===== config.mk =====
export PLATFORM = sky130hd
export DESIGN_NAME = fpu_div_seq
export DESIGN_NICKNAME = d
export VERILOG_FILES = /design/src/rtl/fpu_pkg.sv /design/src/rtl/fpu_classify.sv /design/src/rtl/fpu_div_seq.sv
export SDC_FILE = /design/constraint.sdc
export NUM_CORES = 1
export LEC_CHECK = 0
export ABC_CLOCK_PERIOD_IN_PS = 3000
export CORE_ASPECT_RATIO = 0.7
export CORE_MARGIN = 5
export CORE_UTILIZATION = 39
export CTS_BUF_LIST = sky130_fd_sc_hd__clkbuf_8
export DETAILED_ROUTE_END_ITERATION = 12
export GPL_ROUTABILITY_DRIVEN = 1
export PLACE_DENSITY = 0.81
export SYNTH_ARGS = -nofsm -noshare
export SYNTH_HDL_FRONTEND = slang
export SYNTH_HIERARCHICAL = 1
export SYNTH_SLANG_ARGS = --single-unit
export TNS_END_PERCENT = 10

===== constraint.sdc =====
create_clock -name clk -period 3 [get_ports clk]
set_input_delay 0.3 -clock clk [delete_from_list [all_inputs] [get_ports clk]]
set_output_delay 0.3 -clock clk [all_outputs]
set_load 0.005 [all_outputs]

===== src/rtl/fpu_pkg.sv =====
// fpu_pkg: shared FP32 field widths, operand classes and special-value helpers
// for the sequencers that wrap the pipelined FPU datapaths.
package fpu_pkg;
  localparam int EXP_W  = 8;
  localparam int FRAC_W = 23;
  localparam int BIAS   = 127;
  localparam logic [31:0] QNAN = 32'h7FC00000;
  typedef enum logic [1:0] {CLS_ZERO, CLS_NORM, CLS_INF, CLS_NAN} fp_class_e;
  typedef enum logic [1:0] {IDLE, WAIT, RESP} div_state_e;
  function automatic logic [31:0] fp_signed_special(input logic sign, input logic inf);
    return {sign, {EXP_W{inf}}, {FRAC_W{1'b0}}};
  endfunction
endpackage


===== src/rtl/fpu_classify.sv =====
// fpu_classify: splits an FP32 word into class, sign and signalling-NaN flag;
// denormals are reported as zero (flush-to-zero on inputs).
module fpu_classify
  import fpu_pkg::*;
#(
  parameter int XLEN = 32
) (
  input  logic [XLEN-1:0] i_word,
  output fp_class_e       o_class,
  output logic            o_sign,
  output logic            o_snan
);
  logic [EXP_W-1:0]  w_exp;
  logic [FRAC_W-1:0] w_frac;
  assign w_exp   = i_word[XLEN-2 -: EXP_W];
  assign w_frac  = i_word[FRAC_W-1:0];
  assign o_sign  = i_word[XLEN-1];
  assign o_class = (w_exp == '0) ? CLS_ZERO :
                   (w_exp != '1) ? CLS_NORM :
                   (w_frac == '0) ? CLS_INF : CLS_NAN;
  assign o_snan  = (w_exp == '1) && (w_frac != '0) && !w_frac[FRAC_W-1];
endmodule


===== src/rtl/fpu_div_seq.sv =====
// fpu_div_seq: one-at-a-time FP32 divide sequencer; resolves special operands
// locally and otherwise waits DIV_LATENCY cycles on the reciprocal datapath.
module fpu_div_seq
  import fpu_pkg::*;
#(
  parameter int XLEN        = 32,
  parameter int DIV_LATENCY = 4
) (
  input  logic            clk,
  input  logic            rst,
  input  logic            in_valid,
  output logic            in_ready,
  input  logic [XLEN-1:0] in_a,
  input  logic [XLEN-1:0] in_b,
  output logic [XLEN-1:0] div_a,
  output logic [XLEN-1:0] div_b,
  input  logic [XLEN-1:0] div_result,
  output logic            out_valid,
  input  logic            out_ready,
  output logic [XLEN-1:0] out_result,
  output logic            out_dz,
  output logic            out_nv
);
  div_state_e      r_state, w_next;
  logic [3:0]      r_cnt;
  logic [XLEN-1:0] r_div_a, r_div_b, r_res;
  logic            r_dz, r_nv;
  fp_class_e       w_cls_a, w_cls_b;
  logic            w_sign_a, w_sign_b, w_snan_a, w_snan_b, w_s, w_q_s, w_special;
  logic [XLEN-1:0] w_sp_res, w_q;
  logic            w_sp_dz, w_sp_nv;

  fpu_classify #(.XLEN(XLEN)) u_cls_a (.i_word(in_a), .o_class(w_cls_a), .o_sign(w_sign_a), .o_snan(w_snan_a));
  fpu_classify #(.XLEN(XLEN)) u_cls_b (.i_word(in_b), .o_class(w_cls_b), .o_sign(w_sign_b), .o_snan(w_snan_b));

  assign w_s       = w_sign_a ^ w_sign_b;
  assign w_special = (w_cls_a != CLS_NORM) || (w_cls_b != CLS_NORM);

  // Ordered by IEEE priority: NaN, invalid, divide-by-zero, inf, zero.
  always_comb begin
    w_sp_res = fp_signed_special(w_s, 1'b0);
    w_sp_dz  = 1'b0;
    w_sp_nv  = 1'b0;
    if (w_cls_a == CLS_NAN || w_cls_b == CLS_NAN) begin
      w_sp_res = QNAN;
      w_sp_nv  = w_snan_a | w_snan_b;
    end else if ((w_cls_a == CLS_INF && w_cls_b == CLS_INF) || (w_cls_a == CLS_ZERO && w_cls_b == CLS_ZERO)) begin
      w_sp_res = QNAN;
      w_sp_nv  = 1'b1;
    end else if (w_cls_a == CLS_NORM && w_cls_b == CLS_ZERO) begin
      w_sp_res = fp_signed_special(w_s, 1'b1);
      w_sp_dz  = 1'b1;
    end else if (w_cls_a == CLS_INF) begin
      w_sp_res = fp_signed_special(w_s, 1'b1);
    end
  end

  // Datapath quotient: sign forced from the held operands, underflow flushed.
  assign w_q_s = r_div_a[XLEN-1] ^ r_div_b[XLEN-1];
  assign w_q   = (div_result[XLEN-2 -: EXP_W] == '0) ? {w_q_s, {(XLEN-1){1'b0}}} :
                 ({w_q_s, {(XLEN-1){1'b0}}} | (div_result & {1'b0, {(XLEN-1){1'b1}}}));

  always_comb begin
    w_next = r_state;
    unique case (r_state)
      IDLE:    w_next = in_valid ? (w_special ? RESP : WAIT) : IDLE;
      WAIT:    w_next = (r_cnt == '0) ? RESP : WAIT;
      RESP:    w_next = out_ready ? IDLE : RESP;
      default: w_next = IDLE;
    endcase
  end

  always_ff @(posedge clk or posedge rst) begin
    if (rst) begin
      r_state <= IDLE;
      r_cnt   <= '0;
      r_div_a <= '0;
      r_div_b <= '0;
      r_res   <= '0;
      r_dz    <= 1'b0;
      r_nv    <= 1'b0;
    end else begin
      r_state <= w_next;
      if (r_state == IDLE && in_valid) begin
        r_div_a <= in_a;
        r_div_b <= in_b;
        r_cnt   <= 4'(DIV_LATENCY - 1);
        r_res   <= w_sp_res;
        r_dz    <= w_sp_dz;
        r_nv    <= w_sp_nv;
      end else if (r_state == WAIT) begin
        if (r_cnt == '0) begin
          r_res <= w_q;
          r_dz  <= 1'b0;
          r_nv  <= 1'b0;
        end else begin
          r_cnt <= r_cnt - 4'd1;
        end
      end
    end
  end

  assign in_ready   = (r_state == IDLE);
  assign out_valid  = (r_state == RESP);
  assign div_a      = r_div_a;
  assign div_b      = r_div_b;
  assign out_result = r_res;
  assign out_dz     = r_dz;
  assign out_nv     = r_nv;
endmodule


Yosys cells after proc, flatten, opt, wreduce, memory -nomap -nowiden
Cells that the tools add are included.
- bits in registers: 104
- latch bits: 0
- memory bits (writable): 0
- ROM bits: 0
- input bits: 100
- logic and storage cells: 85
- memories kept: 0
- add/sub/neg operators: 1
- $mul: 0
- div/mod/pow operators: 0
- magnitude comparators: 0
- equality and inequality tests: 14
- shift operators: 0
- mux-type cells: 31
- bitwise operators: 4
- reduce and logical (&&, ||, !) cells: 28
- operators by type and width (operator ; number):
    two-way mux 32 bit ; 6
    two-way mux 31 bit ; 2
    zero test 23 bit ; 2
    nonzero test 23 bit ; 2
    bitwise OR 32 x 31 -> 32 bit ; 1
    zero test 8 bit ; 3
    == test 8 bit, second input constant ; 2
    two-way mux 2 bit ; 8
    inequality test 8 bit, second input constant ; 2
    two-way mux 4 bit ; 3
    two-way mux 1 bit ; 11
    == test 2 bit, second input constant ; 5
    logical AND 1 bit ; 8
    zero test 2 bit ; 3
    inequality test 2 x 1 -> 1 bit, second input constant ; 3
    case mux 2 bit (3 select lines) ; 1
    == test 2 x 1 -> 1 bit, second input constant ; 2
    zero test 4 bit ; 1
    AND reduction 2 bit ; 2
    nonzero test 2 bit ; 2
    subtractor 4 x 1 -> 4 bit, second input constant ; 1
    logical OR 1 bit ; 3
    zero test 1 bit ; 2
    XOR 1 bit ; 2
    bitwise OR 1 bit ; 1

Longest topological paths before layout
- word-level depth: 10
- depth in mapped cells: 7
- mapped depth without buffers: 6

Hierarchy
The synthesis kept the hierarchy.
- modules (own cells, without submodules) (module ; times used ; cells an instance ; area each (µm²)):
    fpu_div_seq ; 1 ; 404 ; 4096.4
    fpu_classify ; 2 ; 17 ; 116.4

Worst setup path after synthesis
No wires, ideal clock.
- kind: input to register
- start point: input port in_a[4]
- end point: register r_res[31] (netlist: out_result[31])
- setup time: 0.141 ns
- data arrival time: 1.784 ns
- slack: 1.075 ns
- stages on the path: 6
- buffers on the path: 0
- cell sequence: or4_4 > nor2_2 > a31oi_1 > or4_1 > nand3_1 > o221ai_1
- cells in the longest elaborated chain, start to end: 10
- ends and longest elaborated chain (what ; line ; text):
    from (decl) ; fpu_div_seq.sv:13 ; input logic [XLEN-1:0] in_a,
    zero test 23 bit * ; fpu_classify.sv:20 ; (w_frac == '0) ? CLS_INF : CLS_NAN;
    two-way mux 1 bit * ; fpu_classify.sv:20 ;
    two-way mux 2 bit * ; fpu_classify.sv:19 ; (w_exp != '1) ? CLS_NORM :
    two-way mux 2 bit * ; fpu_classify.sv:18 ; assign o_class = (w_exp == '0) ? CLS_ZERO :
    named net w_cls_a[0] ; fpu_div_seq.sv:28 ; fp_class_e w_cls_a, w_cls_b;
    == test 2 bit or zero test 2 bit (tied branches) ; fpu_div_seq.sv:47 ; end else if ((w_cls_a == CLS_INF && w_cls_b == CLS_INF) || (w_cls_a == CLS_ZERO && w_cls_b == CLS_ZERO)) begin
    logical AND 1 bit ; fpu_div_seq.sv:47 ;
    logical OR 1 bit ; fpu_div_seq.sv:47 ;
    two-way mux 32 bit ; fpu_div_seq.sv:47 ;
    two-way mux 32 bit * ; fpu_div_seq.sv:44 ; if (w_cls_a == CLS_NAN || w_cls_b == CLS_NAN) begin
    two-way mux 32 bit * ; fpu_div_seq.sv:84 ; if (r_state == IDLE && in_valid) begin
    to (signal assigned) ; fpu_div_seq.sv:88 ; r_res <= w_sp_res;
    to (signal assigned) ; fpu_div_seq.sv:93 ; r_res <= w_q;
    to (decl) ; fpu_div_seq.sv:26 ; logic [XLEN-1:0] r_div_a, r_div_b, r_res;
The timed path passes the listed nets; every way through them passes the cells marked *.
A chain may end at the register's enable or synchronous reset.

Worst setup path in the final report
- start point: register r_cnt[0]
- end point: register r_res[22] (netlist: out_result[22])
- cells in the longest elaborated chain, start to end: 3
- ends and longest elaborated chain (what ; line ; text):
    from (decl) ; fpu_div_seq.sv:25 ; logic [3:0] r_cnt;
    from (signal assigned) ; fpu_div_seq.sv:87 ; r_cnt <= 4'(DIV_LATENCY - 1);
    from (signal assigned) ; fpu_div_seq.sv:97 ; r_cnt <= r_cnt - 4'd1;
    zero test 4 bit ; fpu_div_seq.sv:92 ; if (r_cnt == '0) begin
    nonzero test 2 bit (no line) ; - ;
    AND reduction 2 bit (no line) ; - ;
No other way between the ends.

==> summary.txt <==
post-CTS sizing: 0
Fin. Hold Viols: 0
clock latency on the worst-skew pair: 0.37 ns
Yosys reg bits: 104
GPL Wtd Cong: 0.807
WL per Instance: 16.6 um
largest net degree at the start of global routing: 105
Via density: 5.01
clk_skew: 0.00869 ns
Flop pwr share: 39.8%
core footprint: 10900 sq um
fin crit share: 81.8%
cell area after synthesis: 4330 sq um
internal power: 0.00405 W
NumNets Final: 730
Yosys warnings: 6
Num Clock Sinks: 104
Ports: 200
clock tree root buffer cell: clkbuf_8
RSZ-0062 raised after global routing: no
Clock power frac: 14.3%
Mapped Cells: 438
hpwl dp: 9830 um
final core utilization: 60.7%
max-slew violations: 0
Rows: 32
Final ANT Viol Nets: 0
IO buf count: 198
Reg-to-Reg Start: r_cnt[0]
total gr overflow: 0
synth unique cells: 43
total of max-cap violations: 0
Die ar.: 13300 sq um
Tmin final: 2.45 ns
area delta synth->final: 53.4%
Worst Path Arrival: 2.75 ns
FF-to-FF End: out_result[22]
Comb power frac: 45.9%
Post-CTS Setup Inserts: 0
sw frac: 33.4%
Power Dens Cells: 915 nW/um^2
H-tree Lvls: 3
chip height: 98.2 um
reg2reg setup slack: 0.55 ns
routed vias: 3937
Switching Power: 0.00203 W
TritonCTS Buffers: 9
f_max: 408 MHz
outcome: finished, final reports clean
Seq/Total Area, Yosys: 60.1%
setup_tns: 0 ns
crit path max fanout: 23
DR pass1 iterations: 4
Worst VDD drop: 429 uV
Worst slew margin: 32.4%
Die X: 136 um
layout cell share with drive strength beyond 1: 6.32%
CTS tree: built
Ant. Diodes: 0
CTS Buffer Depth: 2
CP Launch Type: flip-flop
DRC viols: 0
min-delay worst type: input port to async pin
Avg Cell Area, Syn: 9.88 sq um
Crit. End Element: flip-flop
hold buffers post-CTS: 0
most frequent cells in the layout: 198 x nand2_1, 198 x clkdlybuf4s50_1, 104 x dfrtp_1, 23 x a22o_1, 9 x clkbuf_8
global-route wire length before repair: 21500 um
leak pwr: 3.01 nW
Critical Path RT: 3.30 ns
vias in the first global route: 4230
clk slew on worst S/H paths: 0.10 ns
Final setup violation count: 0
drt initial violations: 239
initial antenna violation count: 0
Starting Density: 39.6%
final WL: 13100 um
cells on worst reg2reg path: 5
kind of critical path: flip-flop to flip-flop
worst-margin pin slew: 1.01 ns
Net Count, Synth: 540
Total Routing Usage GR: 20.0%
## synth_stat cells (all sizes together)
cell type,instances,area share (%)
nand3,3,0.35
a211o,1,0.20
mux2i,1,0.23
o211a,1,0.23
nor2b,1,0.14
xor2,1,0.20
a221o,1,0.23
o221a,8,2.1
o22ai,1,0.14
a32o,1,0.23
clkbuf,11,0.95
nand2,198,17
nand2b,2,0.29
inv,4,0.35
a211oi,1,0.46
and4,2,0.40
dfrtp,104,60
o21ai,5,0.66
nor3b,2,0.35
o221ai,2,0.40
and3,1,0.14
o211ai,3,0.52
xnor2,2,0.40
or3,2,0.29
nor2,8,0.81
a31oi,2,0.29
nor4,8,1.2
or4,9,1.7
a2111oi,2,0.46
or3b,2,0.40
nor3,3,0.35
a22o,23,4.7
ha,2,0.58
o31ai,1,0.17
buf,14,2.0
a21oi,2,0.23
nand4,4,0.58
## power groups by stage
stage	Clock [W]	Sequential [W]	Combinational, W
final	0.000871	0.00242	0.00279
after global routing	0.000961	0.00250	0.00307
after CTS	0.000904	0.00242	0.00284
after detailed placement	0	0.00244	0.00282
after global placement	0	0.00240	0.00275
after floorplan	0	0.00245	0.00109
## layout make-up
cell class / count / area [sq um]
Clock buffer: 9 / 124
Inverter: 4 / 18.8
Clock inverter: 7 / 71.3
Timing Repair Buffer: 204 / 2040
Sequential cell: 104 / 2600
Multi-Input combinational cell: 305 / 1590
Tap cell: 153 / 191
Fill cell: 897 / 4290
## routing by layer
metal	share of wire, %	track usage [%]	vias to the layer above	wire length, um
met5	0	0	-	0
met4	1.7	5.42	0	217
met3	7.4	6.64	21	964
met2	47	32.5	125	6150
met1	44	26.0	1923	5750
li1	-	-	1868	-
## state kept, by name, indices dropped and copies added, names as in the netlist
register	flops
div_a	32
div_b	32
out_dz	1
out_nv	1
out_result	32
r_cnt	4
r_state	2
## through the flow
stage               std cells  total power, W  hold WS (ns)  cell area, sq um  setup slack [ns]
floorplan                 438         0.00354         0.405              4330              1.08
global placement          770         0.00515         0.458              6440             0.413
detailed placement        770         0.00526         0.461              6440             0.352
CTS                       786         0.00616         0.447              6640             0.554
global route              786         0.00654         0.457              6640             0.374
finish                    786         0.00607         0.422              6640             0.546
## worst max-delay path, cell delays in order (launching register included)
cell	delay (ns)
dfrtp_1	0.41
inv_1	0.11
ha_1	0.16
or3b_1	0.53
a211oi_4	0.89
a221o_1	0.29
## worst max-delay path by stage
stage / startpoint / end / slack [ns]
final: r_cnt[0] / out_result[22] / 0.55
after detailed placement: in_b[4] / out_result[30] / 0.35
after global routing: r_cnt[0] / out_result[22] / 0.37
after CTS: r_cnt[0] / out_result[22] / 0.55
after floorplan: in_a[4] / out_result[31] / 1.08
after global placement: in_b[4] / out_result[23] / 0.41
## cell families (layout without fill, tap and decap cells)
group,count (synthesis),in the layout,synth area share (%)
AOI/OAI and AO/OA,54,54,11.0
xor gates and xnor gates,3,3,0.607
adders and majority gates,2,2,0.578
buffers and inverters,29,224,3.32
DFF,104,104,60.1
muxes,1,1,0.231
and+or+nand+nor,245,245,24.2
Note: power is estimated with default switching activity, not from simulation.
